File: config.mk
export PLATFORM = sky130hd
export DESIGN_NAME = top_key_scan
export DESIGN_NICKNAME = d
export VERILOG_FILES = /design/src/rtl/top_key_pkg.sv /design/src/rtl/top_key_fifo.sv /design/src/rtl/top_key_scan.sv
export SDC_FILE = /design/constraint.sdc
export NUM_CORES = 1
export LEC_CHECK = 0
export BUFFER_PORTS_ARGS = -buffer_cell sky130_fd_sc_hd__buf_2
export CORE_ASPECT_RATIO = 1.25
export CORE_MARGIN = 5
export CORE_UTILIZATION = 56
export CTS_BUF_LIST = sky130_fd_sc_hd__clkbuf_8 sky130_fd_sc_hd__clkbuf_16
export DETAILED_ROUTE_END_ITERATION = 8
export GPL_TIMING_DRIVEN = 0
export PLACE_DENSITY = 0.76
export SLEW_MARGIN = 20
export SYNTH_ARGS = -nofsm -noshare
export SYNTH_HDL_FRONTEND = slang
export SYNTH_HIERARCHICAL = 1
export SYNTH_SLANG_ARGS = --single-unit
File: constraint.sdc
create_clock -name main_clk_i -period 2.6 [get_ports main_clk_i]
set_input_delay 0.13 -clock main_clk_i [delete_from_list [all_inputs] [get_ports main_clk_i]]
set_output_delay 0.13 -clock main_clk_i [all_outputs]
set_load 0.01 [all_outputs]
File: src/rtl/top_key_pkg.sv
// Shared types for the raw-key front end: the 9-bit key code carried on the key stream.
package top_key_pkg;

    localparam int key_code_width_c = 9;

    typedef struct packed {
        logic       press;
        logic [7:0] idx;
    } key_code_t;

endpackage

File: src/rtl/top_key_fifo.sv
// Synchronous FIFO with full/empty flags; head entry reads as zero while empty.
module top_key_fifo #(
    parameter int width_p = 9,
    parameter int depth_p = 4
) (
    input  logic               clk,
    input  logic               rst,
    input  logic               push,
    input  logic [width_p-1:0] din,
    input  logic               pop,
    output logic [width_p-1:0] dout,
    output logic               full,
    output logic               empty
);

    localparam int addr_w_c = $clog2(depth_p);
    localparam int one_i    = 1;

    localparam logic [addr_w_c-1:0] ptr_one_c = one_i[addr_w_c-1:0];
    localparam logic [addr_w_c:0]   cnt_one_c = one_i[addr_w_c:0];
    localparam logic [addr_w_c:0]   depth_c   = depth_p[addr_w_c:0];

    logic [width_p-1:0]  mem [depth_p];
    logic [addr_w_c-1:0] wr_ptr, rd_ptr;
    logic [addr_w_c:0]   count;
    logic                do_push, do_pop;

    assign empty   = (count == '0);
    assign full    = (count == depth_c);
    assign do_push = push && !full;
    assign do_pop  = pop && !empty;

    always_ff @(posedge clk) begin
        if (rst) begin
            wr_ptr <= '0;
            rd_ptr <= '0;
            count  <= '0;
        end else begin
            if (do_push) wr_ptr <= wr_ptr + ptr_one_c;
            if (do_pop)  rd_ptr <= rd_ptr + ptr_one_c;
            case ({do_push, do_pop})
                2'b10:   count <= count + cnt_one_c;
                2'b01:   count <= count - cnt_one_c;
                default: count <= count;
            endcase
        end
    end

    // Storage needs no reset: nothing is visible until a push has filled it.
    always_ff @(posedge clk) begin
        if (do_push) mem[wr_ptr] <= din;
    end

    assign dout = empty ? '0 : mem[rd_ptr];

endmodule

File: src/rtl/top_key_scan.sv
// Key scanner: synchronise and debounce each key line, encode stable flips as press/release
// codes in ascending index order, and buffer them onto the valid/accept key stream.
module top_key_scan
    import top_key_pkg::*;
#(
    parameter int keys_p     = 16,
    parameter int tick_div_p = 1000,
    parameter int debounce_p = 4,
    parameter int depth_p    = 4
) (
    input  logic              main_clk_i,
    input  logic              main_rst_i,
    input  logic [keys_p-1:0] keys_i,
    output logic              key_valid_o,
    input  logic              key_accept_i,
    output logic [8:0]        key_data_o,
    output logic              busy_o
);

    localparam int presc_w_c  = (tick_div_p > 1) ? $clog2(tick_div_p) : 1;
    localparam int presc_last = tick_div_p - 1;
    localparam int one_i      = 1;
    localparam int deb_sat    = debounce_p - 1;

    localparam logic [presc_w_c-1:0] presc_last_c = presc_last[presc_w_c-1:0];
    localparam logic [presc_w_c-1:0] presc_one_c  = one_i[presc_w_c-1:0];
    localparam logic [3:0]           deb_c        = debounce_p[3:0];
    localparam logic [3:0]           sat_c        = deb_sat[3:0];

    logic [keys_p-1:0]    sync_a, sync_b;
    logic [presc_w_c-1:0] presc;
    logic                 tick;
    logic [keys_p-1:0]    stable_vec, pend_vec, sel_onehot, clr_vec;
    logic                 sel_valid, push, fifo_full, fifo_empty;
    key_code_t            sel_code;

    always_ff @(posedge main_clk_i) begin
        if (main_rst_i) begin
            sync_a <= '0;
            sync_b <= '0;
        end else begin
            sync_a <= keys_i;
            sync_b <= sync_a;
        end
    end

    always_ff @(posedge main_clk_i) begin
        if (main_rst_i)  presc <= '0;
        else if (tick)   presc <= '0;
        else             presc <= presc + presc_one_c;
    end

    assign tick = (presc == presc_last_c);

    for (genvar g = 0; g < keys_p; g++) begin : g_key
        logic       stable_q;
        logic       pend_q;
        logic [3:0] cnt_q;

        always_ff @(posedge main_clk_i) begin
            if (main_rst_i) begin
                stable_q <= 1'b0;
                pend_q   <= 1'b0;
                cnt_q    <= '0;
            end else begin
                if (clr_vec[g]) pend_q <= 1'b0;
                if (tick) begin
                    if (sync_b[g] == stable_q) begin
                        cnt_q <= '0;
                    end else if (pend_q) begin
                        // Unreported flip still queued: hold just below threshold so it fires once freed.
                        cnt_q <= (cnt_q == sat_c) ? sat_c : cnt_q + 4'd1;
                    end else if (cnt_q + 4'd1 == deb_c) begin
                        stable_q <= ~stable_q;
                        cnt_q    <= '0;
                        pend_q   <= 1'b1;
                    end else begin
                        cnt_q <= cnt_q + 4'd1;
                    end
                end
            end
        end

        assign stable_vec[g] = stable_q;
        assign pend_vec[g]   = pend_q;
    end

    // Scan from the top so the lowest pending index wins.
    always_comb begin
        sel_valid  = 1'b0;
        sel_onehot = '0;
        sel_code   = '0;
        for (int i = keys_p - 1; i >= 0; i--) begin
            if (pend_vec[i]) begin
                sel_valid      = 1'b1;
                sel_onehot     = '0;
                sel_onehot[i]  = 1'b1;
                sel_code.press = stable_vec[i];
                sel_code.idx   = 8'(i);
            end
        end
    end

    assign push    = sel_valid && !fifo_full;
    assign clr_vec = push ? sel_onehot : '0;

    top_key_fifo #(
        .width_p (key_code_width_c),
        .depth_p (depth_p)
    ) u_fifo (
        .clk   (main_clk_i),
        .rst   (main_rst_i),
        .push  (push),
        .din   (sel_code),
        .pop   (key_accept_i),
        .dout  (key_data_o),
        .full  (fifo_full),
        .empty (fifo_empty)
    );

    assign key_valid_o = !fifo_empty;
    assign busy_o      = (|pend_vec) || !fifo_empty;

endmodule

* Yosys cells after proc, flatten, opt, wreduce, memory -nomap -nowiden
Memories as Yosys holds them, arrays and structs flattened. A register that Yosys moved wholly into a read port is not among the register bits.
Index checks and enable logic that the tools add are counted.
** Storage, ports and cells
- Register bits :: 145
- Memory bits (writable) :: 36
- Logic and storage cells :: 401
- Input port bits :: 19
- Memories :: 1
- Output and inout bits :: 11
** Operators by class
- $add $sub $neg :: 21
- Bitwise logic cells :: 48
- Mux-type cells :: 199
- Eq/ne operators :: 52
- Reduce and logical (&&, ||, !) cells :: 26
** Memories
- u_fifo.mem :: words 4, bits a word 9, rd ports 1, clocked after memory_dff 1, wr ports 1, line top_key_fifo.sv:23 : logic [width_p-1:0] mem [depth_p];
** Operators by type and width (number)
- $mux 16 :: 17
- $mux 4 :: 64
- $mux 9 :: 17
- $mux 1 :: 98
- $add 4x1->4 const B :: 16
- $eq 4x2->1 const B :: 16
- $eq 4x3->1 const B :: 16
- $reduce_and 4->1 :: 16
- $not 1->1 :: 48
- $eq 1x1->1 :: 16
- $reduce_or 16->1 :: 1
- $add 10x1->10 const B :: 1
- $eq 10x10->1 const B :: 1
- $pmux 3 s2 :: 1
- $add 2x1->2 const B :: 2
- $mux 2 :: 2
- $add 3x1->3 const B :: 1
- $eq 3x3->1 const B :: 1
- $logic_and 1x1->1 :: 3
- $logic_not 3->1 :: 1
- $sub 3x1->3 const B :: 1
- $eq 2x1->1 const B :: 1
- $eq 2x2->1 const B :: 1
- $logic_not 1->1 :: 2
- 3 further kinds :: 3

* Longest topological paths before layout
Gate-level depths: netlist (run 1).
- Depth after elaboration :: 23
- Depth in mapped cells :: 14
- Mapped depth without buffers :: 13

* Modules after synthesis
The synthesis (run 1) kept the hierarchy.
** By module, submodules not included
- top_key_scan :: area an instance 6468.7 µm², cells each 787, times used 1, sequential area each 2762.6 µm²
- top_key_fifo :: area an instance 1930.6 µm², cells each 111, times used 1, sequential area each 1261.2 µm²

* Worst setup path after synthesis (run 1)
Ideal clock, no wire load.
- Path type :: register to register
- Start :: register g_key[7].pend_q
- End :: register u_fifo.count[2]
- Clock period less this slack :: 2904 ps
- Data required time :: 2530 ps
- Library setup time :: 70 ps
- Data arrival time :: 2834 ps
- Cell stages (with the launch flop) :: 14
- Path slack :: -304 ps
- Buffers on the path :: 1
- Path through :: dfxtp_1 clkbuf_1 or4_1 nor4_1 nor2_1 inv_1 nor2_2 inv_1 ha_1 inv_1 fa_1 xor2_1 or3_1 a21oi_1
** Between the ends
- Longest elaborated chain between the ends :: 12
- Elaborated cells between the ends (all ways) :: 14
- Classes of those cells :: eq/ne: 2; mux: 9; reduce/logical: 3
** Ends and longest elaborated chain
- start: declaration :: line top_key_scan.sv:57 : logic pend_q;
- start signal: assignment :: line top_key_scan.sv:63 : pend_q <= 1'b0;
- start signal: assignment :: line top_key_scan.sv:66 : if (clr_vec[g]) pend_q <= 1'b0;
- start signal: assignment :: line top_key_scan.sv:76 : pend_q <= 1'b1;
- $mux 1 * (8 in series) :: line top_key_scan.sv:94 : if (pend_vec[i]) begin
- $logic_and 1x1->1 * :: line top_key_scan.sv:104 : assign push = sel_valid && !fifo_full;
- named net push :: line top_key_scan.sv:34 : logic sel_valid, push, fifo_full, fifo_empty;
- $logic_and 1x1->1 * :: line top_key_fifo.sv:30 : assign do_push = push && !full;
- $eq 2x1->1 or $eq 2x2->1 (tied branches) :: line top_key_fifo.sv:41 : case ({do_push, do_pop})
- $pmux 3 s2 or $reduce_bool 2->1 (tied branches)
- end signal: assignment :: line top_key_fifo.sv:42 : 2'b10: count <= count + cnt_one_c;
- end signal: assignment :: line top_key_fifo.sv:43 : 2'b01: count <= count - cnt_one_c;
- end signal: assignment :: line top_key_fifo.sv:44 : default: count <= count;
- end: declaration :: line top_key_fifo.sv:25 : logic [addr_w_c:0] count;
The timed path passes the listed nets; every way through them passes the cells marked *.
A chain may end at the register's enable or synchronous reset.

* Worst setup path after layout (run 1)
Same ends and word-level chain as after synthesis.

==> results of run 1 <==
==> cells by family (layout without fill, tap and decap cells) <==
group	Yosys count	in the layout	synth area share, %
fa+ha+maj	23	23	3.52
compound gates	160	160	11.0
buf+inv	69	155	3.59
flops	183	183	47.9
simple gates	395	395	25.1
xor+xnor	35	35	3.65
other cells	1	16	0.0446
mux	32	32	5.20
==> routing by layer <==
layer	global-route usage (%)	share of wire [%]	vias up
li1	-	-	3307
met1	26.1	40	3162
met2	40.4	52	183
met3	4.04	4.4	45
met4	9.68	3.3	0
met5	0	0	-
==> sequential cells by signal, indices dropped and copies added (netlist names), named ones only <==
name	flops
u_fifo/count	3
sync_a	16
sync_b	16
g_key.stable_q	16
presc	10
g_key.pend_q	16
u_fifo/mem	36
u_fifo/wr_ptr	2
u_fifo/rd_ptr	2
g_key.cnt_q	64
==> metrics by stage <==
| step | util [%] | hold WS, ns | setup WS, ns | area, um2 | setup TNS [ns] |
|---|---|---|---|---|---|
| 2_1_floorplan | - | 0.258 | -0.0886 | 8500 | -0.0886 |
| 3_3_place_gp | 59.6 | 0.337 | -0.355 | 8870 | -0.758 |
| 6_report | 65.0 | 0.0341 | -0.310 | 9680 | -0.310 |
| 5_1_grt | 65.0 | 0.0569 | -0.398 | 9680 | -0.462 |
| 4_1_cts | 64.6 | 0.0264 | -0.217 | 9620 | -0.238 |
| 3_5_place_dp | 59.6 | 0.345 | -0.402 | 8870 | -1.24 |
==> power breakdown <==
| part | switching, uW | total, uW | internal, uW | leakage, uW |
|---|---|---|---|---|
| Clock | 1080 | 2290 | 1200 | 0.000250 |
| Combinational | 88.1 | 148 | 59.6 | 0.00187 |
| Sequential | 14.4 | 2920 | 2910 | 0.00152 |
| Total | 1190 | 5360 | 4170 | 0.00364 |
==> worst max-delay path, stage by stage (launching register included) <==
cell     delay, ns
dfxtp_1       0.42
or4_4         0.50
nor4_4        0.36
nor2_1        0.07
inv_1         0.12
nor2_4        0.06
inv_2         0.07
ha_4          0.13
inv_2         0.04
fa_2          0.35
xor2_2        0.18
or3_1         0.40
a21oi_2       0.15
==> repair_timing <==
item | 4_1_cts | 5_1_grt
gates resized for setup | 8 | 13
buffers inserted | 6 | 8
endpoints found under the hold margin | 16 | 0
pin swaps | 4 | 7
hold buffers | 16 | 0
setup endpoints to repair | 21 | 6
gates cloned | 0 | 0
==> Yosys cell counts (7+ instances only) <==
cell / count / area [um2]
dfxtp_1: 147 / 2940
nor2_1: 128 / 480
a21oi_1: 74 / 370
nand2_1: 68 / 255
nor2b_1: 49 / 307
o21ai_0: 46 / 230
clkbuf_1: 39 / 146
edfxtp_1: 36 / 1080
nand3_1: 32 / 160
ha_1: 22 / 275
inv_1: 21 / 78.8
xnor2_1: 21 / 184
mux2i_1: 20 / 200
nor3b_1: 17 / 128
xor2_1: 14 / 123
nor3_1: 12 / 60.1
or4_1: 10 / 75.1
mux4_2: 9 / 203
nand2b_1: 9 / 56.3
nand4b_1: 9 / 78.8
nor2b_4: 9 / 124
and2_1: 8 / 50.1
and3b_1: 7 / 61.3
nor4_1: 7 / 43.8
==> worst max-delay path by stage <==
stage	start	endpoint	slack, ns	cells after the start
floorplan	g_key[5].pend_q	u_fifo/count[2]	-0.09	13
global placement	g_key[7].pend_q	u_fifo/count[2]	-0.35	13
detailed placement	g_key[7].pend_q	u_fifo/count[2]	-0.40	13
CTS	g_key[3].pend_q	u_fifo/count[2]	-0.22	13
global route	g_key[5].pend_q	u_fifo/count[2]	-0.40	12
finish	g_key[7].pend_q	u_fifo/count[2]	-0.31	12
==> cell type report <==
| class | count | area (um2) |
|---|---|---|
| fillers | 1241 | 5210 |
| multi-input cells | 661 | 4200 |
| flip-flops and latches | 183 | 4030 |
| clock buffers | 17 | 425 |
| repair buffers | 58 | 405 |
| well taps | 182 | 228 |
| plain buffers | 44 | 221 |
| clock inverters | 15 | 92.6 |
| inverters | 21 | 78.8 |
==> results.yml, run 1 <==
run_status:
  run_status: "complete, but fails checks"
  violated_checks: "setup timing"
finish:
  mostFrequentLayoutCell: "dfxtp_1"
  final_cells: 1181
  antenna-diode-count: 0
  final_layout_size_suffix_gt1_share_pct: 12.8
  design.final.nets: 1028
  most-common-layout-cells: "145 x dfxtp_1, 125 x nor2_1, 73 x a21oi_1, 68 x nand2_1, 49 x nor2b_1"
  area_growth_from_synthesis_to_layout_pct: 15.3
worst_setup_path:
  regToRegSetupSlack_ns: -0.31
  arrival_ns: 3.28
  critPathMaxFanout: 10
  r2r_start: "g_key[7].pend_q"
  worst_setup_path_start_kind: "flop"
  worst-r2r-cell-count: 12
  critical_path_required_ns: 2.97
  cp-end-kind: "flop"
  worstReg2RegEnd: "u_fifo/count[2]"
  timing_worst_setup_path_type: "reg2reg"
synthesis:
  synth.avg_cell_area_um2: 9.35
  synth_area_um2: 8400
  synth_enable_flop_cells: 36
  synth_async_sr_flop_share_pct: 0
  netlist_instances: 898
  ys_dominant_reg_cell: "dfxtp_1"
  synth_cell_type_count: 64
  ys_seq_area_share_pct: 47.9
  ys_seq_elements: 183
  ys.warnings.count: 6
timing:
  grt_setup_unrepaired: "yes"
  worst_slew_margin_rel_pct: 49.6
  worst_slew_pin_slew_ns: 0.746
  setup_viol_count_final: 1
  finalClockSkew_ns: 0.00733
  timing.final.ws_setup_ns: -0.310
  finalCriticalPeriod_ns: 2.91
  slew_viol_final: 0
  finalHoldViolCount: 0
  finalCritPeriodShare_pct: 112
  achievable-frequency_ghz: 0.344
cts:
  tritoncts_clock_tree: "done"
  worst_case_clock_buffer_depth: 2
  cts_inserted_buffers: 17
  h_tree_lvl_count: 4
  cts.reportedPaths.clkPinSlew_ns: 0.07
  clk_latency_ns: 0.44
  clock_tree.root_cell: "clkbuf_16"
  cts_sinks: 183
routing:
  post_drt_wl_per_cell_um: 16.4
  detail_route.wirelength_um: 19400
  avgViaCountPerCell: 5.67
  routed-via-count: 6697
  initialDrtViolationCount: 482
  drc_errors: 0
  ant_nets: 0
  drt_pre_antenna_iters: 5
grt:
  gr-total-overflow: 0
  grt.total_usage_pct: 22.5
  grt_max_degree: 17
  antenna_found_initial: 0
  first_pass_grt_wire_length_um: 31500
  grt_pass1_vias: 6493
min_path:
  class_of_the_worst_hold_path: "in2reg"
  min_delay_path_depth: 2
  timing.hold.worst.start: "main_rst_i"
  worstHoldEndpoint: "u_fifo/count[0]"
placed_design:
  place.detailed.hpwl_um: 13400
  dp_cells: 1123
  gpl.final_weighted_congestion: 0.870
  placement.io_buffers: 28
floorplan:
  rows: 50
  initial_core_util_pct: 56.4
  floorplan.die_area_um2: 17600
  die_width_um: 120
  die_y_um: 147
  design.core.area_um2: 14900
  ios: 30
power:
  power-per-cell-area_nw_per_um2: 554
  power_leakage_uw: 0.00364
  irDropWorstVdd_uv: 474
  report.power.total_uw: 5360
run:
  timing.max_cap.violations: 0
(Power assumes the default switching activity.)
==> run 2, diff against run 1 <==
--- a/config.mk
+++ b/config.mk
@@ -5,6 +5,7 @@
 export SDC_FILE = /design/constraint.sdc
 export NUM_CORES = 1
 export LEC_CHECK = 0
+export ABC_AREA = 1
 export BUFFER_PORTS_ARGS = -buffer_cell sky130_fd_sc_hd__buf_2
 export CORE_ASPECT_RATIO = 1.25
 export CORE_MARGIN = 5
==> run 2 against run 1 <==
- the run now ends clean
- critical path depth is 5 higher
- combinational power grew to 4.0 times the previous value
- setup slack better by 0.53 ns
- fmax is 22% higher
- via count is 6.7% higher
- largest power group unchanged
- clock skew is 0.00067 ns higher
- worst hold slack better by 0.37 ns
- clock power is 22% higher
- die area is 0.41% lower
==> results.yml, run 2 <==
run_status:
  run_status: "finished, final reports clean"
finish:
  largest_register_ffs: 64
  largest_registers: "g_key.cnt_q (64), u_fifo/mem (36)"
  final_layout_size_suffix_gt1_share_pct: 8.90
  post-route-cell-area_um2: 9650
  area_growth_from_synthesis_to_layout_pct: 15.4
  most-common-layout-cells: "190 x nor2_1, 147 x dfxtp_1, 131 x nand2_1, 128 x inv_1, 108 x o21ai_0"
  design.final.nets: 1197
  antenna-diode-count: 0
  final.fill_count: 1280
  mostFrequentLayoutCell: "nor2_1"
  largest-register: "g_key.cnt_q"
synthesis:
  synthMostInstantiatedCell: "nor2_1"
  ys_seq_area_share_pct: 48.1
  ys_top_cells_by_count: "195 x nor2_1, 147 x dfxtp_1, 134 x nand2_1"
  synth_area_leader_cell: "dfxtp_1"
  synth_cell_type_count: 34
  netlist_instances: 1074
  synth.avg_cell_area_um2: 7.79
  synth_enable_flop_cells: 36
  synth_top_area_share_pct: 35.2
  ys_dominant_reg_cell: "dfxtp_1"
  ys_seq_elements: 183
  synth_area_um2: 8360
  synth_async_sr_flop_share_pct: 0
  ys.warnings.count: 6
  synth.area.top_cells: "dfxtp_1 35%, edfxtp_1 13%, nor2_1 8.8%"
worst_setup_path:
  timing_worst_setup_path_type: "reg2reg"
  cp-end-kind: "flop"
  worstReg2RegEnd: "u_fifo/count[2]"
  max_stage_delay_ns: 0.38
  r2r_start: "g_key[4].pend_q"
  critical_path.cell_chain: "buf_2 -> nor2_4 -> nand2_2 -> nor2_4 -> nand2_2 -> nand2_4 -> inv_1 -> nand2_4 -> ha_1 -> inv_1 -> fa_1 -> inv_1 -> nand2_1 -> nand3_1 -> nand2_1 -> nand2_1 -> nor2_1"
  critPathMaxFanout: 8
  worst-r2r-cell-count: 17
  cell_at_the_slowest_stage_of_the_critical_path: "fa_1"
  critical_path_required_ns: 2.93
  arrival_ns: 2.71
  regToRegSetupSlack_ns: 0.22
  worst_setup_path_start_kind: "flop"
cts:
  cts_sinks: 183
  clock_tree.root_cell: "clkbuf_16"
  cts_inserted_buffers: 17
  clk_latency_ns: 0.43
  tritoncts_clock_tree: "done"
  worst_case_clock_buffer_depth: 2
  cts.reportedPaths.clkPinSlew_ns: 0.07
  h_tree_lvl_count: 4
  number_of_post_cts_setup_repair_buffers: 0
min_path:
  class_of_the_worst_hold_path: "reg2reg"
  worstHoldEndpoint: "sync_b[2]"
  min_delay_path_depth: 2
  timing.hold.worst.start: "sync_a[2]"
floorplan:
  initial_core_util_pct: 56.4
  die_width_um: 119
  rows: 50
  floorplan.die_area_um2: 17500
  design.core.area_um2: 14800
  die_y_um: 147
  ios: 30
placed_design:
  placement.io_buffers: 29
  place.detailed.hpwl_um: 13400
  gpl.final_weighted_congestion: 0.938
  detailed_place.area_um2: 8790
timing:
  finalHoldViolCount: 0
  setup_viol_count_final: 0
  finalClockSkew_ns: 0.00800
  finalCriticalPeriod_ns: 2.38
  worst_slew_margin_rel_pct: 44.9
  achievable-frequency_ghz: 0.420
  worst_slew_pin_slew_ns: 0.823
  grt_setup_unrepaired: "no"
  slew_viol_final: 0
  final.setup.tns_ns: 0
  finalCritPeriodShare_pct: 91.5
routing:
  initialDrtViolationCount: 472
  avgViaCountPerCell: 5.29
  ant_nets: 0
  routed-via-count: 7145
  detail_route.wirelength_um: 19200
  drt_pre_antenna_iters: 5
  drc_errors: 0
  post_drt_wl_per_cell_um: 14.2
grt:
  grt_pass1_vias: 6958
  gr-total-overflow: 0
  first_pass_grt_wire_length_um: 31900
  grt_max_degree: 17
  antenna_found_initial: 0
  grt.total_usage_pct: 22.5
power:
  power_leakage_uw: 0.00402
  irDropWorstVdd_uv: 380
  power.internal_uw: 4870
  report.power.total_uw: 6350
  power-per-cell-area_nw_per_um2: 658
  power.sequential.fraction_pct: 46.6
  power_switching_share_pct: 23.3
  power.share.combinational_pct: 9.3
  switchingPower_uw: 1480
  clock_power_share_pct: 44.1
run:
  timing.max_cap.violations: 0
## run 2: repair_timing
| action | in CTS | in global routing |
|---|---|---|
| hold endpoints to repair | 20 | 0 |
| gates resized for setup | 0 | 11 |
| endpoints found under the setup margin | 0 | 11 |
| hold buffers | 18 | 0 |
## run 2: per-stage QoR
| step | worst slack (ns) | util [%] | hold slack (ns) | cells |
|---|---|---|---|---|
| 3_5_place_dp | 0.0516 | 59.3 | 0.336 | 1300 |
| 4_1_cts | 0.0114 | 64.9 | 0.404 | 1350 |
| 5_1_grt | 0.0251 | 65.1 | 0.416 | 1350 |
| 2_1_floorplan | 0.398 | - | 0.199 | 1089 |
| 6_report | 0.220 | 65.1 | 0.402 | 1350 |
| 3_3_place_gp | 0.0774 | 59.3 | 0.329 | 1300 |
## run 2: worst max-delay path: cells and delay by family (launching register included)
family	cells	cell delay (ns)
AND/OR/NAND/NOR	11	1.00
flip-flops	1	0.31
buffers and inverters	4	0.41
adder cells (fa/ha/maj)	2	0.55
## run 2: worst max-delay path by stage
stage | from | to | slack, ns | cells past startpoint
after floorplan | g_key[4].pend_q | u_fifo/count[2] | 0.40 | 17
after global placement | g_key[4].pend_q | u_fifo/count[2] | 0.08 | 17
after detailed placement | g_key[4].pend_q | u_fifo/count[2] | 0.05 | 17
after CTS | g_key[4].pend_q | u_fifo/count[2] | 0.01 | 17
after global routing | g_key[0].pend_q | u_fifo/count[2] | 0.03 | 17
final | g_key[4].pend_q | u_fifo/count[2] | 0.22 | 17
## run 2: logic make-up after synthesis
| family | count (synthesis) | share of synthesized area, % |
|---|---|---|
| AO/OA/AOI/OAI | 226 | 13.7 |
| XOR/XNOR | 52 | 5.45 |
| adder cells (fa/ha/maj) | 23 | 3.53 |
| buffers and inverters | 168 | 8.48 |
| flip-flops | 183 | 48.1 |
| other | 1 | 0.0448 |
| AND/OR/NAND/NOR | 421 | 20.7 |
## run 2: metal layers
layer  vias up  global-route usage, %  part of all wire (%)
li1       3629                      -                     -
met1      3243                   26.6                    42
met2       217                   38.5                    49
met3        56                   3.72                   5.3
met4         0                   12.7                   3.9
met5         -                      0                     0
## run 2: cell type report
class	instances	area [um2]	share of cell area, %
buffer	37	218	2.26
inverter	131	492	5.09
timing repair buffer	47	325	3.37
tap	182	228	2.36
clock inverter	14	206	2.14
multi-input combinational	738	3720	38.5
sequential	183	4020	41.7
clock buffer	18	439	4.55
## run 2: power by group through the flow
| stage | sequential [uW] | combinational, uW | clock (uW) |
|---|---|---|---|
| 2_1_floorplan | 3020 | 380 | 0 |
| 4_1_cts | 2960 | 590 | 2810 |
| 6_report | 2960 | 590 | 2800 |
| 3_5_place_dp | 3020 | 566 | 0 |
| 3_3_place_gp | 3020 | 559 | 0 |
| 5_1_grt | 2960 | 667 | 2950 |
==> run 3, diff against run 2 <==
--- a/config.mk
+++ b/config.mk
@@ -7,7 +7,7 @@
 export LEC_CHECK = 0
 export ABC_AREA = 1
 export BUFFER_PORTS_ARGS = -buffer_cell sky130_fd_sc_hd__buf_2
-export CORE_ASPECT_RATIO = 1.25
+export CORE_ASPECT_RATIO = 0.75
 export CORE_MARGIN = 5
 export CORE_UTILIZATION = 56
 export CTS_BUF_LIST = sky130_fd_sc_hd__clkbuf_8 sky130_fd_sc_hd__clkbuf_16
==> run 3 against run 2 <==
- design area decreased by 0.39%
- first-iteration DRC count increased by 20%
- clock-buffer cell count increased by 2
- clock skew increased by 0.0017 ns
- worst hold slack improved by 0.00053 ns
- setup slack got worse by 0.050 ns
- largest power group unchanged
- clock power decreased by 10%
- critical endpoint unchanged
- sequential share of layout area increased by 0.16 points
- via count increased by 1.5%
==> results.yml, run 3 (synthesized netlist as in run 2, its figures left out) <==
min_path:
  timing.hold.worst.start: "sync_a[11]"
  min_delay_path_depth: 2
  worstHoldEndpoint: "sync_b[11]"
  class_of_the_worst_hold_path: "reg2reg"
finish:
  area_growth_from_synthesis_to_layout_pct: 15.0
  layout.core_utilization_pct: 66.1
  area.sequential_um2: 4020
  antenna-diode-count: 0
  largest-register: "g_key.cnt_q"
  final_layout_size_suffix_gt1_share_pct: 8.91
  multi_input_comb_area_um2: 3730
  mostFrequentLayoutCell: "nor2_1"
  final.fill_count: 1259
  most-common-layout-cells: "189 x nor2_1, 147 x dfxtp_1, 132 x nand2_1, 128 x inv_1, 108 x o21ai_0"
  largest_register_ffs: 64
  final_cells: 1367
  largest_registers: "g_key.cnt_q (64), u_fifo/mem (36)"
  design.final.nets: 1197
routing:
  drc_errors: 0
  detail_route.wirelength_um: 19700
  ant_nets: 0
  post_drt_wl_per_cell_um: 14.4
  avgViaCountPerCell: 5.30
  routed-via-count: 7250
  drt_pre_antenna_iters: 5
  initialDrtViolationCount: 568
floorplan:
  initial_core_util_pct: 57.5
  rows: 38
  die_y_um: 116
  ios: 30
  floorplan.die_area_um2: 17500
  design.core.area_um2: 14500
  die_width_um: 151
cts:
  h_tree_lvl_count: 4
  tritoncts_clock_tree: "done"
  worst_case_clock_buffer_depth: 2
  cts_sinks: 183
  cts_inserted_buffers: 17
  clock_tree.root_cell: "clkbuf_16"
  cts.reportedPaths.clkPinSlew_ns: 0.07
  clk_latency_ns: 0.44
  number_of_post_cts_setup_repair_buffers: 0
worst_setup_path:
  worstReg2RegEnd: "u_fifo/count[2]"
  timing_worst_setup_path_type: "reg2reg"
  critical_path_required_ns: 2.97
  crit_path_start: "g_key[8].pend_q"
  critPathMaxFanout: 7
  worst_setup_path_start_kind: "flop"
  r2r_start: "g_key[8].pend_q"
  cp-end-kind: "flop"
  worst-r2r-cell-count: 15
  arrival_ns: 2.80
  regToRegSetupSlack_ns: 0.17
power:
  power-per-cell-area_nw_per_um2: 631
  power_leakage_uw: 0.00400
  irDropWorstVdd_uv: 721
timing:
  finalClockSkew_ns: 0.00967
  finalCritPeriodShare_pct: 93.5
  finalHoldViolCount: 0
  achievable-frequency_ghz: 0.412
  slew_viol_final: 0
  setup_viol_count_final: 0
  finalCriticalPeriod_ns: 2.43
  timing.final.ws_setup_ns: 0.170
  worst_slew_margin_rel_pct: 39.7
  final.setup.tns_ns: 0
  worst_slew_pin_slew_ns: 0.901
placed_design:
  place.detailed.hpwl_um: 13700
  gpl.final_weighted_congestion: 0.907
  dp_cells: 1318
  dp_slack_ns: -0.00961
  placement.io_buffers: 29
grt:
  antenna_found_initial: 0
  grt_pass1_vias: 6619
  grt_max_degree: 17
  gr-total-overflow: 0
  first_pass_grt_wire_length_um: 32500
  grt.total_usage_pct: 24.0
run:
  timing.max_cap.violations: 0
run_status:
  run_status: "finished, final reports clean"
[run 3: changes by cell type in the layout (fill, tap and decap cells not counted), moves of 2 or more]
cell	previous run	this run
nor2_2	8	6
bufinv_16	5	1
inv_6	0	2
nor2_4	2	5
[run 3: worst max-delay path, cell delays in order (launching register included)]
cell and delay [ns]:
dfxtp_1 0.39, nor2_4 0.20, nand2_1 0.17, nor2_4 0.16, nand2_2 0.09, nand2_2 0.11
inv_1 0.10, nand2_4 0.12, ha_1 0.17, inv_1 0.06, fa_1 0.38, nand2_1 0.09
nand3_1 0.11, nand2_1 0.07, nand2_1 0.05, nor2_1 0.09
[run 3: final cells by class]
type,count,share of cell area (%)
clock inverter,11,1.02
clock buffer,20,4.97
buffer,37,2.26
timing repair buffer,47,3.38
multi-input combinational,738,38.8
inverter,131,5.11
tap,200,2.60
sequential,183,41.9
[run 3: worst max path at each step]
stage,end,slack (ns),cells past startpoint
2_1_floorplan,u_fifo/count[2],0.40,17
3_3_place_gp,u_fifo/count[2],0.04,16
3_5_place_dp,u_fifo/count[2],-0.01,16
4_1_cts,u_fifo/count[2],0.03,15
5_1_grt,u_fifo/count[2],-0.004,16
6_report,u_fifo/count[2],0.17,15
[run 3: per-stage QoR]
stage	hold WS, ns	power [uW]	area (um2)
2_1_floorplan	0.199	3400	8420
3_3_place_gp	0.331	3590	8810
3_5_place_dp	0.336	3600	8810
4_1_cts	0.403	6100	9570
5_1_grt	0.425	6320	9610
6_report	0.403	6060	9610
[run 3: where the power goes]
group	switching [uW]	internal [uW]
sequential	27.9	2930
combinational	372	219
clock	1090	1420
[run 3: per-layer routing]
metal	GRT usage, %	wire length (um)	vias up
li1	-	-	3630
met1	34.0	9180	3350
met2	36.9	8740	231
met3	5.28	1460	39
met4	7.55	370	0
met5	0	0	-
[run 3: repair_timing]
item / 4_1_cts / 5_1_grt
pin swaps: 0 / 1
hold buffers: 18 / 0
gates resized for setup: 2 / 11
setup endpoints to repair: 1 / 1
endpoints found under the hold margin: 20 / 0
